==> src/rtl/depth_feed_sequencer.sv <==
// Order-book feed sequencer: replays a depth snapshot, then splices buffered and live depth
// events by update_id. Define DEPTH_SEQ_STATS_EN to build the drop_count statistics counter.
module depth_feed_sequencer #(
  parameter int unsigned FIFO_DEPTH = 16
) (
  input  logic        clk,
  input  logic        rst_n,
  input  logic        start,
  input  logic        snap_valid,
  output logic        snap_ready,
  input  logic        snap_last,
  input  logic [63:0] snap_id,
  input  logic [71:0] snap_data,
  input  logic        live_valid,
  input  logic [63:0] live_id,
  input  logic [71:0] live_data,
  output logic        out_valid,
  output logic [63:0] out_id,
  output logic [71:0] out_data,
  output logic        book_clear,
  output logic        synced,
  output logic        sync_err,
  output logic        overflow,
  output logic [31:0] drop_count
);
  localparam int unsigned AW = $clog2(FIFO_DEPTH);

  typedef enum logic [1:0] {StIdle, StSnap, StDrain, StLive} state_e;

  state_e        state_q;
  logic [135:0]  mem_q [FIFO_DEPTH];
  logic [AW-1:0] wr_ptr_q, rd_ptr_q;
  logic [AW:0]   count_q;
  logic [63:0]   last_id_q;

  logic          fifo_full, fifo_empty, buffering;
  logic          live_evt, snap_hs, push, pop, ovf, flush;
  logic          chk_en, is_stale, is_gap, is_ok;
  logic [135:0]  head;
  logic [63:0]   chk_id;
  logic [71:0]   chk_data;
  logic [64:0]   id_w, last_w;

  assign fifo_full  = count_q == (AW + 1)'(FIFO_DEPTH);
  assign fifo_empty = count_q == '0;
  assign head       = mem_q[rd_ptr_q];
  assign buffering  = (state_q == StSnap) || (state_q == StDrain);

  assign snap_ready = state_q == StSnap;
  assign synced     = state_q == StLive;
  assign book_clear = start & rst_n;

  // start wins over any coincident snapshot handshake or live event
  assign live_evt = live_valid & ~start;
  assign snap_hs  = snap_valid & snap_ready & ~start;
  assign push     = live_evt & buffering & ~fifo_full;
  assign ovf      = live_evt & buffering & fifo_full;
  assign pop      = (state_q == StDrain) & ~fifo_empty & ~start;

  // One id check per cycle: the FIFO head in DRAIN, the live input in LIVE
  assign chk_en   = pop | ((state_q == StLive) & live_evt);
  assign chk_id   = (state_q == StDrain) ? head[135:72] : live_id;
  assign chk_data = (state_q == StDrain) ? head[71:0] : live_data;
  assign id_w     = {1'b0, chk_id};
  assign last_w   = {1'b0, last_id_q};
  assign is_stale = id_w < last_w;
  assign is_gap   = id_w > (last_w + 65'd1);
  assign is_ok    = chk_en & ~is_stale & ~is_gap;
  assign flush    = start | ovf | (chk_en & is_gap);

  always_ff @(posedge clk or negedge rst_n) begin
    if (!rst_n) begin
      wr_ptr_q <= '0;
      rd_ptr_q <= '0;
      count_q  <= '0;
    end else if (flush) begin
      wr_ptr_q <= '0;
      rd_ptr_q <= '0;
      count_q  <= '0;
    end else begin
      if (push) wr_ptr_q <= wr_ptr_q + 1'b1;
      if (pop)  rd_ptr_q <= rd_ptr_q + 1'b1;
      if (push && !pop)      count_q <= count_q + 1'b1;
      else if (pop && !push) count_q <= count_q - 1'b1;
    end
  end

  always_ff @(posedge clk) begin
    if (push) mem_q[wr_ptr_q] <= {live_id, live_data};
  end

  always_ff @(posedge clk or negedge rst_n) begin
    if (!rst_n) begin
      state_q   <= StIdle;
      last_id_q <= '0;
      out_valid <= 1'b0;
      out_id    <= '0;
      out_data  <= '0;
      sync_err  <= 1'b0;
      overflow  <= 1'b0;
    end else begin
      out_valid <= 1'b0;
      sync_err  <= 1'b0;
      if (start) begin
        state_q  <= StSnap;
        overflow <= 1'b0;
      end else begin
        unique case (state_q)
          StSnap: begin
            if (snap_hs) begin
              out_valid <= 1'b1;
              out_id    <= snap_id;
              out_data  <= snap_data;
              if (snap_last) begin
                last_id_q <= snap_id;
                state_q   <= StDrain;
              end
            end
          end
          StDrain, StLive: begin
            if (is_ok) begin
              out_valid <= 1'b1;
              out_id    <= chk_id;
              out_data  <= chk_data;
              last_id_q <= chk_id;
            end
            if (chk_en && is_gap) begin
              sync_err <= 1'b1;
              state_q  <= StIdle;
            end else if (state_q == StDrain && fifo_empty && !live_valid) begin
              state_q <= StLive;
            end
          end
          default: ;
        endcase
        // A lost live event invalidates the whole sync attempt
        if (ovf) begin
          overflow <= 1'b1;
          sync_err <= 1'b1;
          state_q  <= StIdle;
        end
      end
    end
  end

`ifdef DEPTH_SEQ_STATS_EN
  logic        drop_inc;
  logic [31:0] drop_count_q;

  assign drop_inc = ((state_q == StIdle) & live_evt) | (chk_en & is_stale);

  always_ff @(posedge clk or negedge rst_n) begin
    if (!rst_n) begin
      drop_count_q <= '0;
    end else if (drop_inc && drop_count_q != 32'hFFFF_FFFF) begin
      drop_count_q <= drop_count_q + 32'd1;
    end
  end

  assign drop_count = drop_count_q;
`else
  assign drop_count = 32'd0;
`endif

endmodule

==> config.mk <==
export PLATFORM = sky130hd
export DESIGN_NAME = depth_feed_sequencer
export DESIGN_NICKNAME = d
export VERILOG_FILES = /design/src/rtl/depth_feed_sequencer.sv
export SDC_FILE = /design/constraint.sdc
export NUM_CORES = 2
export LEC_CHECK = 0
export BUFFER_PORTS_ARGS = -buffer_cell sky130_fd_sc_hd__buf_2
export CAP_MARGIN = 25
export CORE_MARGIN = 2
export CORE_UTILIZATION = 40
export DETAILED_ROUTE_END_ITERATION = 10
export HOLD_SLACK_MARGIN = 0.12
export PLACE_DENSITY = 0.56
export SYNTH_ARGS = -nofsm -noshare
export SYNTH_HDL_FRONTEND = slang
export SYNTH_SLANG_ARGS = --single-unit
==> constraint.sdc <==
create_clock -name clk -period 5.4 [get_ports clk]
set_clock_uncertainty 0.1 [all_clocks]
set_input_delay 0.81 -clock clk [delete_from_list [all_inputs] [get_ports clk]]
set_output_delay 0.81 -clock clk [all_outputs]
set_load 0.01 [all_outputs]
==> results.ini <==
[status]
outcome=completed

[clock_network]
cts_buffers=241
htreeDepth=4
clk_latency_ns=0.90
clkSinkCount=2394
clockBufferDepth=3
clk_pin_slew_ns=0.06
cts_tree=done
ctsRootBufferMaster=clkbuf_16

[routing]
wl_met3_um=21900
drt_pass1_iterations=8
drc=0
dr_wl_met2_um=142000
via_count=56400
wl_met1_um=125000
antenna_left=0
avgViaCountPerCell=5.90
drtIter0Drc=6853
finalWirelength_um=296000
top_layer=met5
avgRoutedWirePerCell_um=30.9

[pwr]
p_sw_mw=17.7
pwr-share-comb_pct=30.2
clockPowerShare_pct=29.9
switching_share_pct=31.8
ir_drop_uv=383
p_seq_share_pct=39.9
internal_power_mw=38.0
p_leak_nw=37.9
p_per_area_nw_per_um2=475

[logic_synthesis]
synthArstFlopShare_pct=9.11
ys_seq_elements=2394
ys_seq_area_share_pct=70.1
yosysWarnings=0
synth-compound-area-share_pct=3.27
synth-simple-area-share_pct=4.71
synth-xor-area-share_pct=0.624
synth_fa_ha_area_share_pct=1.77
synthFlopType=edfxtp_1
synth-edff-count=2176
synth_top_family_by_area=multiplexers
netlist_instances=5424
synth_cell_types=64
synthesis.area_sq_um=101000
syn_avg_cell_area_sq_um=18.6
muxShareOfSynthArea_pct=17.4

[setup_path]
path_cells=buf_12 > buf_8 > mux4_2 > mux4_2 > nand2_1 > o21ai_0 > ha_1 > nand4_1 > nor4_1 > nand3_2 > a31oi_4 > o311ai_4 > and2_4 > a31oi_4 > buf_12 > buf_12 > mux2_2
critical_path_class=register to register
cp-start-kind=register
cp_data_arrival_time_ns=5.92
setup.worst_path.end_class=register
worstPathRequired_ns=6.04
crit_path_max_fanout=20
crit_top_cell=buf_12
slowest_delay_ns=0.56
cp_slowest_cell=dfrtp_4
cp_num_buf_inv=4
critical_path.top_delay_family=multiplexers

[die]
chipHeight_um=506
ios=452
core-area_sq_um=251000
dieArea_sq_um=257000
fp-row-count=184
start_util_pct=40.2
die_x_um=506

[layout]
fin_nets=6413
syn_to_final_growth_pct=15.9
layout_commonest_cell=edfxtp_1
drive_above_1_share_pct=29.1
stdcell_count=9563
mostFrequentLayoutCells=2176 x edfxtp_1, 676 x mux4_2, 420 x buf_2

[timing]
fmax_ghz=0.189
fin_crit_sh_pct=97.8
slew_violations=0
hold_viol=0
worstMarginPinSlew_ns=1.06
finalSetupViolCount=0
setup_tns_ns=0
min_period_ns=5.28
relSlewSlack_pct=28.6

[worst_hold_path]
hold_path.class=primary input to register

[place]
io_buffers=419
dp.cells=9085
place_congestion=0.837
dp_hpwl_um=175000

[global_route]
grt_pass1_vias=56500
antenna_found_initial=34
grt_use_total_pct=22.6
grt_max_degree=137
grt_overflow=0
grt_pass1_wl_um=419000

[flow_run]
maxCapViolations=0

-- state kept, by name, summed over array words and instances, names as in the netlist --
| register | count |
|---|---|
| count_q | 5 |
| last_id_q | 64 |
| mem_q | 2176 |
| out_data | 72 |
| out_id | 64 |
| out_valid | 1 |
| overflow | 1 |
| rd_ptr_q | 4 |
| state_q | 2 |
| sync_err | 1 |
| wr_ptr_q | 4 |
-- power groups by stage --
stage / registers [mW] / logic (mW) / clock network, mW
detailed placement: 22.6 / 16.4 / 0
global placement: 22.5 / 16.2 / 0
finish: 22.2 / 16.8 / 16.6
CTS: 22.2 / 16.6 / 16.9
floorplan: 22.5 / 10.3 / 0
global route: 22.3 / 18.0 / 17.6
-- cells by family after synthesis --
logic type      count (synthesis)
fa+ha+maj                     142
other cells                     1
xor+xnor                       72
compound gates                477
simple gates                  942
mux                           884
buf+inv                       512
flops                        2394
-- path summary, 6_finish.rpt --
check	from	to	slack, ns	cells after the start
min	live_data[31]	mem_q[6][31]	0.22	1
min reg2reg	last_id_q[13]	last_id_q[13]	0.44	1
max	rd_ptr_q[0]	last_id_q[1]	0.12	17
max reg2reg	rd_ptr_q[0]	last_id_q[1]	0.12	17
max in group asynchronous	rst_n	out_data[14]	3.62	3
min in group asynchronous	rst_n	last_id_q[22]	0.37	2
-- final cells by class --
class                   count  area (sq um)
flip-flops and latches   2394         70800
multi-input cells        2549         28400
diodes                     11          27.5
fillers                 21100        134000
inverters                 145           544
repair buffers            662          5190
clock inverters           132          1340
clock buffers             322          6490
well taps                3348          4190
-- cells in the mapped netlist, drive strengths merged (59+ instances only) --
library cell,n,share of area [%]
buf,120,0.63
edfxtp,2176,65
mux2,67,0.97
mux4,676,15
and2,153,0.95
clkbuf,247,0.92
nand4,173,1.1
inv,145,0.54
nor2,59,0.22
a222oi,132,1.3
nand3,150,0.74
mux2i,141,1.4
ha,141,1.7
nand2,328,1.2
o21ai,215,1.1
dfrtp,218,5.4
xnor2,64,0.56
-- layer usage --
layer / up-vias / track usage (%)
met3: 408 / 4.02
met4: 24 / 5.85
met5: - / 0
li1: 23400 / -
met1: 30100 / 32.0
met2: 2454 / 36.4
-- metrics by stage --
stage | hold slack (ns) | utilization (%) | area (sq um) | total power [mW] | worst slack (ns)
floorplan | 0.396 | - | 101000 | 32.9 | 0.0111
global placement | 0.432 | 43.3 | 109000 | 38.7 | -0.238
detailed placement | 0.419 | 43.3 | 109000 | 39.0 | -0.357
CTS | 0.148 | 46.5 | 117000 | 55.7 | 0.00821
global route | 0.176 | 46.6 | 117000 | 58.0 | -0.0144
finish | 0.223 | 46.6 | 117000 | 55.6 | 0.118
-- timing repair --
item,in CTS,in global routing
endpoints found under the setup margin,217,217
endpoints found under the hold margin,44,0
setup buffers,0,4
gates resized for setup,12,40
pin swaps,0,7
hold buffers,3,0
gates cloned,1,4
(Power assumes the default switching activity.)
